## src/rtl/dwc_pkg.sv

```systemverilog
`default_nettype none
// ============================================================================
// Module      : dwc_pkg
// Description : Shared types for the dual-core result checker. Holds the
//               controller state encoding and the fault reason codes.
// Revision    : 1.0 - initial release
// ============================================================================
package dwc_pkg;

    // Controller states.
    typedef enum logic [2:0] {
        IDLE    = 3'd0,
        COLLECT = 3'd1,
        COMPARE = 3'd2,
        OUTPUT  = 3'd3,
        RETRY   = 3'd4,
        FAULT   = 3'd5
    } dwc_state_t;

    // Fault reason reported on fault_code.
    typedef enum logic [1:0] {
        FLT_NONE     = 2'd0,
        FLT_MISMATCH = 2'd1,
        FLT_TIMEOUT  = 2'd2
    } dwc_fault_t;

    // Mismatch counter width and its saturation value.
    localparam int          c_MISMATCH_W   = 8;
    localparam logic [7:0]  c_MISMATCH_MAX = 8'hFF;

endpackage : dwc_pkg
`default_nettype wire

```

## src/rtl/dwc_timer.sv

```systemverilog
`default_nettype none
// ============================================================================
// Module      : dwc_timer
// Description : Capture-window timer. Counts enabled cycles after a clear and
//               flags expiry once the count reaches TIMEOUT_CYC-1. The count
//               stops at the expiry value so expired stays asserted.
// Ports       : clk     - clock
//               reset   - synchronous active-high reset
//               clear   - synchronous restart of the count at zero
//               enable  - advance the count this cycle
//               expired - count has reached TIMEOUT_CYC-1
// Revision    : 1.0 - initial release
// ============================================================================
module dwc_timer #(
    parameter int TIMEOUT_CYC = 16
) (
    input  logic clk,
    input  logic reset,
    input  logic clear,
    input  logic enable,
    output logic expired
);

    localparam int c_CNT_W = (TIMEOUT_CYC > 1) ? $clog2(TIMEOUT_CYC) : 1;
    localparam logic [c_CNT_W-1:0] c_LAST = c_CNT_W'(TIMEOUT_CYC - 1);

    logic [c_CNT_W-1:0] r_cnt;

    assign expired = (r_cnt == c_LAST);

    always_ff @(posedge clk) begin
        if (reset || clear) begin
            r_cnt <= '0;
        end else if (enable && !expired) begin
            r_cnt <= r_cnt + c_CNT_W'(1);
        end
    end

endmodule : dwc_timer
`default_nettype wire

```

## src/rtl/dwc_ctrl.sv

```systemverilog
`default_nettype none
// ============================================================================
// Module      : dwc_ctrl
// Description : Dual-core lockstep result checker. Collects one result from
//               each core, compares them, forwards the A copy on a match,
//               requests a re-execution on a mismatch (up to MAX_RETRY times)
//               and raises a sticky interrupt on persistent mismatch or when
//               the second result does not arrive within TIMEOUT_CYC cycles.
// Ports       : clk, reset              - clock, synchronous active-high reset
//               a_valid/a_data/a_ready  - core A result handshake
//               b_valid/b_data/b_ready  - core B result handshake
//               out_valid/out_data/out_ready - checked result handshake
//               retry_req               - one-cycle re-execute pulse
//               irq, irq_clear          - sticky fault interrupt and its ack
//               fault_code              - 0 none, 1 mismatch, 2 timeout
//               mismatch_cnt            - saturating lifetime mismatch count
// Revision    : 1.0 - initial release
// ============================================================================
module dwc_ctrl
    import dwc_pkg::*;
#(
    parameter int DATA_W      = 32,
    parameter int TIMEOUT_CYC = 16,
    parameter int MAX_RETRY   = 2
) (
    input  logic              clk,
    input  logic              reset,
    input  logic              a_valid,
    input  logic [DATA_W-1:0] a_data,
    output logic              a_ready,
    input  logic              b_valid,
    input  logic [DATA_W-1:0] b_data,
    output logic              b_ready,
    output logic              out_valid,
    output logic [DATA_W-1:0] out_data,
    input  logic              out_ready,
    output logic              retry_req,
    output logic              irq,
    input  logic              irq_clear,
    output logic [1:0]        fault_code,
    output logic [7:0]        mismatch_cnt
);

    localparam int c_RTY_W = (MAX_RETRY > 0) ? $clog2(MAX_RETRY + 1) : 1;
    localparam logic [c_RTY_W-1:0] c_RTY_MAX = c_RTY_W'(MAX_RETRY);

    // Registered state
    dwc_state_t              r_state;
    logic [DATA_W-1:0]       r_a_reg;
    logic [DATA_W-1:0]       r_b_reg;
    logic                    r_a_cap;
    logic                    r_b_cap;
    logic [c_RTY_W-1:0]      r_retry_cnt;
    dwc_fault_t              r_fault_code;
    logic [c_MISMATCH_W-1:0] r_mismatch_cnt;

    // Next-state values
    dwc_state_t              w_state_nxt;
    logic [DATA_W-1:0]       w_a_reg_nxt;
    logic [DATA_W-1:0]       w_b_reg_nxt;
    logic                    w_a_cap_nxt;
    logic                    w_b_cap_nxt;
    logic [c_RTY_W-1:0]      w_retry_cnt_nxt;
    dwc_fault_t              w_fault_code_nxt;
    logic [c_MISMATCH_W-1:0] w_mismatch_cnt_nxt;

    logic w_collecting;
    logic w_a_fire;
    logic w_b_fire;
    logic w_expired;

    // ------------------------------------------------------------------
    // Moore outputs: everything follows the registered state, so a reset
    // returns every output to its idle value on the following edge.
    // ------------------------------------------------------------------
    assign w_collecting = (r_state == IDLE) || (r_state == COLLECT);
    assign a_ready      = w_collecting && !r_a_cap;
    assign b_ready      = w_collecting && !r_b_cap;
    assign w_a_fire     = a_valid && a_ready;
    assign w_b_fire     = b_valid && b_ready;

    assign out_valid    = (r_state == OUTPUT);
    assign out_data     = out_valid ? r_a_reg : '0;
    assign retry_req    = (r_state == RETRY);
    assign irq          = (r_state == FAULT);
    assign fault_code   = r_fault_code;
    assign mismatch_cnt = r_mismatch_cnt;

    // The window timer runs only while waiting for the second result and is
    // held at zero otherwise, so entering COLLECT always starts from zero.
    dwc_timer #(
        .TIMEOUT_CYC (TIMEOUT_CYC)
    ) u_timer (
        .clk     (clk),
        .reset   (reset),
        .clear   (r_state != COLLECT),
        .enable  (r_state == COLLECT),
        .expired (w_expired)
    );

    // ------------------------------------------------------------------
    // State register
    // ------------------------------------------------------------------
    always_ff @(posedge clk) begin
        if (reset) begin
            r_state        <= IDLE;
            r_a_reg        <= '0;
            r_b_reg        <= '0;
            r_a_cap        <= 1'b0;
            r_b_cap        <= 1'b0;
            r_retry_cnt    <= '0;
            r_fault_code   <= FLT_NONE;
            r_mismatch_cnt <= '0;
        end else begin
            r_state        <= w_state_nxt;
            r_a_reg        <= w_a_reg_nxt;
            r_b_reg        <= w_b_reg_nxt;
            r_a_cap        <= w_a_cap_nxt;
            r_b_cap        <= w_b_cap_nxt;
            r_retry_cnt    <= w_retry_cnt_nxt;
            r_fault_code   <= w_fault_code_nxt;
            r_mismatch_cnt <= w_mismatch_cnt_nxt;
        end
    end

    // ------------------------------------------------------------------
    // Next-state logic
    // ------------------------------------------------------------------
    always_comb begin
        w_state_nxt        = r_state;
        w_a_reg_nxt        = r_a_reg;
        w_b_reg_nxt        = r_b_reg;
        w_a_cap_nxt        = r_a_cap;
        w_b_cap_nxt        = r_b_cap;
        w_retry_cnt_nxt    = r_retry_cnt;
        w_fault_code_nxt   = r_fault_code;
        w_mismatch_cnt_nxt = r_mismatch_cnt;

        // Ready is only high in IDLE/COLLECT, so captures happen only there.
        if (w_a_fire) begin
            w_a_reg_nxt = a_data;
            w_a_cap_nxt = 1'b1;
        end
        if (w_b_fire) begin
            w_b_reg_nxt = b_data;
            w_b_cap_nxt = 1'b1;
        end

        case (r_state)
            IDLE: begin
                if (w_a_cap_nxt && w_b_cap_nxt) begin
                    w_state_nxt = COMPARE;
                end else if (w_a_cap_nxt || w_b_cap_nxt) begin
                    w_state_nxt = COLLECT;
                end
            end

            COLLECT: begin
                // A second capture in the expiry cycle takes priority.
                if (w_a_cap_nxt && w_b_cap_nxt) begin
                    w_state_nxt = COMPARE;
                end else if (w_expired) begin
                    w_state_nxt      = FAULT;
                    w_fault_code_nxt = FLT_TIMEOUT;
                end
            end

            COMPARE: begin
                if (r_a_reg == r_b_reg) begin
                    w_state_nxt = OUTPUT;
                end else begin
                    if (r_mismatch_cnt != c_MISMATCH_MAX) begin
                        w_mismatch_cnt_nxt = r_mismatch_cnt + 8'd1;
                    end
                    if (r_retry_cnt < c_RTY_MAX) begin
                        w_state_nxt = RETRY;
                    end else begin
                        w_state_nxt      = FAULT;
                        w_fault_code_nxt = FLT_MISMATCH;
                    end
                end
            end

            OUTPUT: begin
                if (out_ready) begin
                    w_state_nxt     = IDLE;
                    w_a_cap_nxt     = 1'b0;
                    w_b_cap_nxt     = 1'b0;
                    w_retry_cnt_nxt = '0;
                end
            end

            RETRY: begin
                w_state_nxt     = IDLE;
                w_a_cap_nxt     = 1'b0;
                w_b_cap_nxt     = 1'b0;
                w_retry_cnt_nxt = r_retry_cnt + c_RTY_W'(1);
            end

            FAULT: begin
                if (irq_clear) begin
                    w_state_nxt      = IDLE;
                    w_fault_code_nxt = FLT_NONE;
                    w_retry_cnt_nxt  = '0;
                    w_a_cap_nxt      = 1'b0;
                    w_b_cap_nxt      = 1'b0;
                end
            end

            default: begin
                w_state_nxt = IDLE;
                w_a_cap_nxt = 1'b0;
                w_b_cap_nxt = 1'b0;
            end
        endcase
    end

endmodule : dwc_ctrl
`default_nettype wire

```

## config.mk

```make
export PLATFORM = sky130hd
export DESIGN_NAME = dwc_ctrl
export DESIGN_NICKNAME = d
export VERILOG_FILES = /design/src/rtl/dwc_pkg.sv /design/src/rtl/dwc_timer.sv /design/src/rtl/dwc_ctrl.sv
export SDC_FILE = /design/constraint.sdc
export NUM_CORES = 1
export LEC_CHECK = 0
export CORE_MARGIN = 2
export CORE_UTILIZATION = 39
export DETAILED_ROUTE_END_ITERATION = 6
export GPL_TIMING_DRIVEN = 0
export HOLD_SLACK_MARGIN = 0.06
export MAX_ROUTING_LAYER = met4
export PLACE_DENSITY_LB_ADDON = 0.12
export SETUP_SLACK_MARGIN = 0.3
export SKIP_CTS_REPAIR_TIMING = 1
export SLEW_MARGIN = 15
export SYNTH_ARGS = -nofsm -noshare
export SYNTH_HDL_FRONTEND = slang
export SYNTH_SLANG_ARGS = --single-unit
```

## constraint.sdc

```tcl
create_clock -name clk -period 2.42 [get_ports clk]
set_input_delay 0.242 -clock clk [delete_from_list [all_inputs] [get_ports clk]]
set_output_delay 0.242 -clock clk [all_outputs]
set_load 0.05 [all_outputs]
```

# Word-level counts from Yosys, hierarchy flattened
# Index checks and enable logic that the tools add are counted.
# totals
regBits	85
elab_cells	77
# op_classes
addsub	3
n_lt_le_gt_ge	1
eq_ne	17
n_mux	26
n_bitwise	1
n_reduce_logical	20
# ops
op	count
32-bit == test	1
32-bit two-way mux	1
3-bit two-way mux	7
3-bit case mux with 5 select lines	1
2-bit two-way mux	6
2-bit case mux with 3 select lines	2
8-bit by 1-bit adder with 8-bit output (second input constant)	1
2-bit != test (second input constant)	4
8-bit != test (second input constant)	1
1-bit two-way mux	7
3-bit by 2-bit == test with 1-bit output (second input constant)	2
3-bit == test (second input constant)	2
1-bit logical AND	6
3-bit by 1-bit != test with 1-bit output (second input constant)	2
1-bit case mux with 3 select lines	2
3-bit AND reduction	2
6-bit AND reduction	1
3-bit nonzero test	2
4-bit by 1-bit adder with 4-bit output (second input constant)	1
4-bit == test (second input constant)	1
2-bit by 1-bit != test with 1-bit output (second input constant)	2
4-bit AND reduction	1
3-bit by 1-bit == test with 1-bit output (second input constant)	1
1-bit zero test	3
7 further kinds	9

# Logic depth before layout (Yosys ltp)
# Gate-level depths: netlist (run 1).
# depth
ltp_word	9
depth_mapped	7
ltp_nobuf	6

# Modules after synthesis
# Synthesis (run 1) repeated with hierarchy kept, for this count alone.
# hier_totals
hier_cells	509
hier_area_um2	3955.0
# by_module_without_submodules
module	instances	cells_per_inst	area_each_um2	seq_area_each_um2
dwc_ctrl	1	487	3743.6	1621.6
dwc_timer	1	22	211.5	80.1

# Worst setup path before layout (run 1)
# No wires, ideal clock.
# synth_path
kind	reg-to-reg
start	register r_state[1]
end	register r_b_reg[22]
setup_ns	0.070
arrival_time_ns	2.354
required_ns	2.350
setup_slack_ns	-0.005
stages_incl_launch_ff	7
n_path_buf	2
synth_period_minus_slack_ns	2.425
cell_sequence	dfxtp_1 nor3_1 and2_1 clkbuf_1 buf_2 nand2_1 a21oi_1
# synth_via
elab_chain_len	4
# synth_lines
element	line	rtl
start: declaration	dwc_ctrl.sv:48	dwc_state_t r_state;
start signal: assignment	dwc_ctrl.sv:115	r_state <= w_state_nxt;
3-bit by 1-bit == test with 1-bit output / 3-bit zero test (equally long branches)	dwc_ctrl.sv:76	assign w_collecting = (r_state == IDLE) || (r_state == COLLECT);
1-bit logical OR (*)	dwc_ctrl.sv:76	
1-bit logical AND (*)	dwc_ctrl.sv:78	assign b_ready = w_collecting && !r_b_cap;
net b_ready	dwc_ctrl.sv:33	output logic b_ready,
1-bit logical AND (*)	dwc_ctrl.sv:80	assign w_b_fire = b_valid && b_ready;
end signal: assignment	dwc_ctrl.sv:117	r_b_reg <= w_b_reg_nxt;
end: declaration	dwc_ctrl.sv:50	logic [DATA_W-1:0] r_b_reg;
# The timed path passes the listed nets; every way through them passes the cells marked *.
# A chain may end at the register's enable or synchronous reset.

# Worst setup path in the final report (run 1)
# layout_path
start	register r_state[1]
end	output out_data[11]
# layout_via
elab_chain_len	2
# layout_lines
element	line	rtl
3-bit by 2-bit == test with 1-bit output	dwc_ctrl.sv:82	assign out_valid = (r_state == OUTPUT);
32-bit two-way mux	dwc_ctrl.sv:83	assign out_data = out_valid ? r_a_reg : '0;
end: declaration	dwc_ctrl.sv:35	output logic [DATA_W-1:0] out_data,
# No other way between the ends.

==> metrics.txt, run 1 <==
status complete, no violations; area delta synth->final 39.0%; GR Util met1 28.3%; pwr dens approximately 880 nW/um^2; CP Max Fanout 10; ant diodes 0; Worst Max-Slew Pin Slew just over 0.6 ns; H-tree depth 3; drt first pass iters 4; Crit path arrival time approximately 1.9 ns; syn avg cell area about 7.7 um^2; DIE WIDTH ~100 um; global placement routability congestion approximately 0.9; Routed WL 12000 um; Worst Path Buf+Inv 3; crit path kind reg2out; Slew Limit Fails 0; total CTS buffers 9; M3 GR Usage ~4%; Register Area approximately 1700 um^2; Site Rows 36; synth unique cells 40; min-delay worst type in2reg; Critical path origin r_state[1]; hold wc startpoint b_data[25]; CTS root buffer clkbuf_8; slowest CP cell dfxtp_4; initial DRC count 204; DP HPWL a little over 9000 um; DIE HEIGHT ~100 um; Seq/Total Area, Yosys 43.3%; Seq cells post-synth 85; Ys Warns 0; fin crit period between 2 and 2.5 ns; vias in the first global route slightly below 4000; Worst Path Required between 2 and 2.5 ns; Core Footprint approximately 9800 um^2; final core utilization between 50% and 60%; Tot GR Track Use 22.9%; ratio of cells with drive above 1 in the final layout 12.4%; clock-pin slew on the worst setup and hold paths about 0.09 ns; Clk Latency, worst-skew pair roughly 0.36 ns; Final ANT Viol Nets 0; Port Buffers around 120; initial antenna violation count 0; Final #Nets approximately 700; Post-route DRC 0; slowest stage delay, CP around 0.4 ns; Post-Syn Instances 510; max cap viols 0; initial core utilization 40.2%; Peak VDD IR around 0.00038 V; cell mode on critical path clkbuf_4; dpl ws -0.436 ns; crit start category flop; Post-synth ARST share 0%; Mapped Area 3930 um^2; final hold violations 0; CTS Buffer Depth 2; first-pass GRT wire length just under 20000 um; largest net degree at the start of global routing 16; FILL cells 967; routed length per instance around 15 um; Mapped Nets slightly below 600; skew final about 0.0084 ns; EDFF count, synth 0; TritonCTS Sinks 85; Final Cycle Share 88.1%; main flop type after synthesis dfxtp_1; vias post-DR ~4000; vias per cell about 5.2; M2 GR Usage 38.8%; CTS tree done; count of boundary I/O pins between 100 and 150; GR Overflow Total 0; slew margin rel. 59.7%; Pleak 0.00213 uW; critical-path cell list clkbuf_4, nor2b_4, buf_6, and3_1, clkbuf_4; CP endpoint kind output port; RSZ-0062 raised after global routing yes; Total Power approximately 4800 uW; Setup-failing EPs final 0; Achievable Freq between 400 and 500 MHz; Final WS setup about 0.29 ns; Worst R2R Start r_a_reg[20]; die area about 11000 um^2; design area ~5500 um^2; Most Crowded Layer GR met2; area of placed instances ~5300 um^2; Setup TNS 0 ns; area of the multi-input gates ~2100 um^2; delay-heaviest family, CP buffers and inverters
-- layout make-up --
cell class,instances,share of cell area [%]
Inverter,2,0.137
Clock buffer,9,2.27
Multi-Input combinational cell,389,38.9
Clock inverter,7,1.37
Sequential cell,85,31.2
Buffer,34,3.25
Timing Repair Buffer,117,19.8
Tap cell,133,3.05
-- worst min-delay path, delay by kind of cell --
family / cells / cell delay [ns]
compound gates: 1 / 0.05
buf+inv: 1 / 0.39
simple gates: 1 / 0.06
-- power breakdown --
part           leakage (uW)  internal (uW)  switching, uW
registers          0.000696           1640            210
clock network     0.0000918            480            547
logic               0.00134            745           1190
-- routing by layer --
layer  vias to the layer above  share of wire [%]  wire length, um
met4                         0                1.4              168
met3                        14                5.0              601
met5                         -                  0                0
met2                       110                 50             6050
met1                      1894                 43             5200
li1                       1984                  -                -
-- layout by cell type (no fill, tap or decap), types with 3 or more instances in the layout --
master           instances
a21oi_1                 77
and2_1                   3
and3_1                  32
buf_2                   10
buf_4                   21
buf_6                    5
clkbuf_1                17
clkbuf_2                 4
clkbuf_4                13
clkbuf_8                 9
clkdlybuf4s50_1         79
clkinvlp_4               3
dfxtp_1                 84
nand2_1                142
nand2b_1                 4
nand3_1                  6
nand4_1                 11
nor2_1                  18
nor2b_1                  3
nor3_1                   6
nor3_2                   3
o21ai_0                  6
o31ai_1                  5
or3_1                    3
or4_1                    4
xnor2_1                 33
-- synth_stat cells (all sizes together) (3+ instances only) --
cell,count,area (um^2)
nand2,142,533
dfxtp,85,1700
a21oi,77,385
xnor2,33,289
and3,32,200
clkbuf,24,90.1
nor2,19,87.6
nand4,11,68.8
buf,10,50.1
nor3,9,45.0
nand3,6,30.0
o21ai,6,30.0
nand2b,5,38.8
o31ai,5,37.5
and2,4,27.5
nor2b,4,25.0
or4,4,30.0
nor4,3,18.8
or3,3,18.8
-- final timing paths --
path                      to  slack (ns)  cells after the start
max             out_data[11]        0.29                      5
max reg2reg  mismatch_cnt[0]        0.42                      6
min reg2reg    fault_code[0]        0.47                      1
min              r_b_reg[25]        0.42                      3
-- kinds of logic after synthesis --
family | Yosys count | synth area share, %
simple gates | 247 | 29.5
compound gates | 104 | 14.6
flops | 85 | 43.3
buf+inv | 36 | 3.76
xor+xnor | 33 | 7.35
mux | 3 | 0.796
fa+ha+maj | 2 | 0.637
-- stage by stage --
stage	cells	hold slack [ns]
5_1_grt	776	0.423
6_report	776	0.424
4_1_cts	775	0.419
2_1_floorplan	510	0.378
3_5_place_dp	759	0.456
3_3_place_gp	759	0.452
Note: power is estimated with default switching activity, not from simulation.
==> run 2: changes to the inputs <==
Settings changed: ABC_CLOCK_PERIOD_IN_PS set to 2420.
==> results of run 2 <==
Final layout, timing and power as in run 1 (identical DEF).
==> run 3: changes to the inputs <==
Settings changed: CORE_MARGIN 2 to not set.
==> metrics.txt, run 3 (synthesis results as in run 1) <==
crit path kind reg2out; Stages on worst setup path 6 (+1); skew final 0.0141 ns (+0.00576 ns); count of boundary I/O pins 117 (unchanged); placed cells 759 (unchanged); initial DRC count 136 (-33%); pwr dens 872 nW/um^2 (-1.1%); Final #Nets 711 (+0.14%); sw frac 40.8% (+0.38 points); routed length per instance 15.3 um (-1.1%); status complete, no violations; Worst Path Buf+Inv 4 (+1); delay-heaviest family, CP buffers and inverters; part of the power in registers 38.8% (+0.3 points); Site Rows 36 (unchanged); leading cell type in the layout, fill and taps excluded nand2_1; TritonCTS Sinks 85 (unchanged); FILL cells 972 (+0.52%); Worst Hold Path EP r_b_reg[24]; Core Footprint 9770 um^2 (unchanged); slowest CP cell dfxtp_2; drt first pass iters 4 (unchanged); design area 5470 um^2 (about the same); DIE HEIGHT 102 um (-1.9%); CTS Buffer Depth 2 (unchanged); vias post-DR 3937 (-1.6%); die area 10500 um^2 (-3.8%); combinational share of power 40.5% (+0.3 points); ant diodes 0 (unchanged); DP HPWL 9050 um (-0.71%); RSZ-0062 raised after global routing yes; final hold violations 0 (unchanged); initial core utilization 40.2% (unchanged); CTS root buffer clkbuf_8; ratio of cells with drive above 1 in the final layout 12.4% (-0.019 points); Final Cycle Share 87.3% (-0.82 points); global placement routability congestion 0.893 (+2.0%); Final ANT Viol Nets 0 (unchanged); Crit path arrival time 1.87 ns (-0.02 ns); Tot GR Track Use 24.7% (+1.8 points); Post-route DRC 0 (unchanged); Achievable Freq 474 MHz (+0.94%); total CTS buffers 9 (unchanged); Clk Latency, worst-skew pair 0.36 ns (about the same); CTS tree done; Worst Path Required 2.18 ns (about the same); DIE WIDTH 102 um (-1.9%); H-tree depth 3 (unchanged); Total Power 4770 uW (-0.99%); Non-Filler Instances 777 (+0.13%); Setup-failing EPs final 0 (unchanged); crit start category flop; worst hold margin 0.416 ns (-0.00784 ns); Net Sw Power 1940 uW (about the same); most frequent cells in the layout 142 x nand2_1, 84 x dfxtp_1, 79 x clkdlybuf4s50_1, 77 x a21oi_1, 33 x xnor2_1; Peak VDD IR 0.000391 V (+1.9%); CP Max Fanout 10 (unchanged); area of placed instances 5270 um^2 (unchanged); critical-path cell list buf_4, nor2b_4, buf_4, buf_6, and3_1, buf_4; clock share of power 20.7% (-0.6 points); hold depth 3 (unchanged); fin crit period 2.11 ns (-0.0198 ns); vias per cell 5.07 (-1.8%); slew margin rel. 59.5% (-0.20 points); Worst Max-Slew Pin Slew 0.608 ns (+0.00293 ns); Setup TNS 0 ns (unchanged); largest net degree at the start of global routing 17 (+1); first-pass GRT wire length 19000 um (-1.9%); vias in the first global route 3863 (-2.2%); R2R cell count 6 (unchanged); max cap viols 0 (unchanged); Port Buffers 116 (unchanged); initial antenna violation count 0 (unchanged); Routed WL 11900 um (-0.99%); Slew Limit Fails 0 (unchanged); min-delay worst type in2reg; Pleak 0.00217 uW (+1.9%); worst reg-to-reg setup slack 0.42 ns (about the same); GR Overflow Total 0 (unchanged); slowest stage delay, CP 0.41 ns (about the same); cell mode on critical path buf_4; CP endpoint kind output port; Worst R2R Start r_a_reg[24]; hold wc startpoint b_data[24]; Int Power 2820 uW (-1.6%); area delta synth->final 39.2% (about the same); R2R Path End mismatch_cnt[0]; clock-pin slew on the worst setup and hold paths 0.10 ns (about the same)
run 3: cell types whose count changed in the layout (fill, tap and decap cells not counted), sizes merged:
| cell | before | now |
|---|---|---|
| clkinvlp | 3 | 1 |
| clkbuf | 43 | 49 |
| inv | 3 | 5 |
| dlymetal6s2s | 2 | 4 |
| buf | 36 | 30 |
| bufinv | 1 | 0 |
run 3: worst max-delay path by stage:
stage / startpoint / to / slack [ns]
detailed placement: r_state[1] / out_data[12] / -0.45
CTS: r_state[1] / out_data[12] / -0.88
floorplan: r_state[1] / r_b_reg[22] / 0.49
finish: r_state[1] / out_data[1] / 0.31
global placement: r_state[1] / out_data[11] / -0.47
global route: r_state[1] / out_data[1] / 0.26
run 3: per-layer routing:
layer	vias up	global-route usage, %	wire [um]
met2	101	42.5	5990
met4	0	5.82	131
met5	-	-	0
li1	1992	-	-
met3	10	5.20	591
met1	1834	29.5	5190
run 3: worst reg2reg max path: stages, from the launching register on:
cell and delay, ns:
dfxtp_1 0.34, xnor2_1 0.18, nand4_1 0.18, nor4_2 0.42
nand2_1 0.23, nand3b_1 0.20, mux2_2 0.34
run 3: final cells by class:
cell class / instances / area [um^2] / share of cell area (%)
Buffer: 34 / 176 / 3.23
Clock buffer: 10 / 138 / 2.52
Clock inverter: 6 / 53.8 / 0.984
Inverter: 2 / 7.51 / 0.137
Multi-Input combinational cell: 389 / 2120 / 38.7
Sequential cell: 85 / 1700 / 31.1
Tap cell: 133 / 166 / 3.04
Timing Repair Buffer: 118 / 1110 / 20.3
run 3: power by group through the flow:
stage	clock network [uW]	registers [uW]	logic, uW
after floorplan	0	1850	1250
after detailed placement	0	1880	1850
after CTS	997	1850	1860
final	985	1850	1930
after global routing	1070	1880	2130
after global placement	0	1870	1830
run 3: per-stage QoR:
| stage | setup slack, ns | util [%] |
|---|---|---|
| finish | 0.308 | 56.0 |
| global route | 0.257 | 56.0 |
| CTS | -0.879 | 55.9 |
| detailed placement | -0.446 | 53.9 |
| global placement | -0.468 | 53.9 |
| floorplan | 0.486 | - |
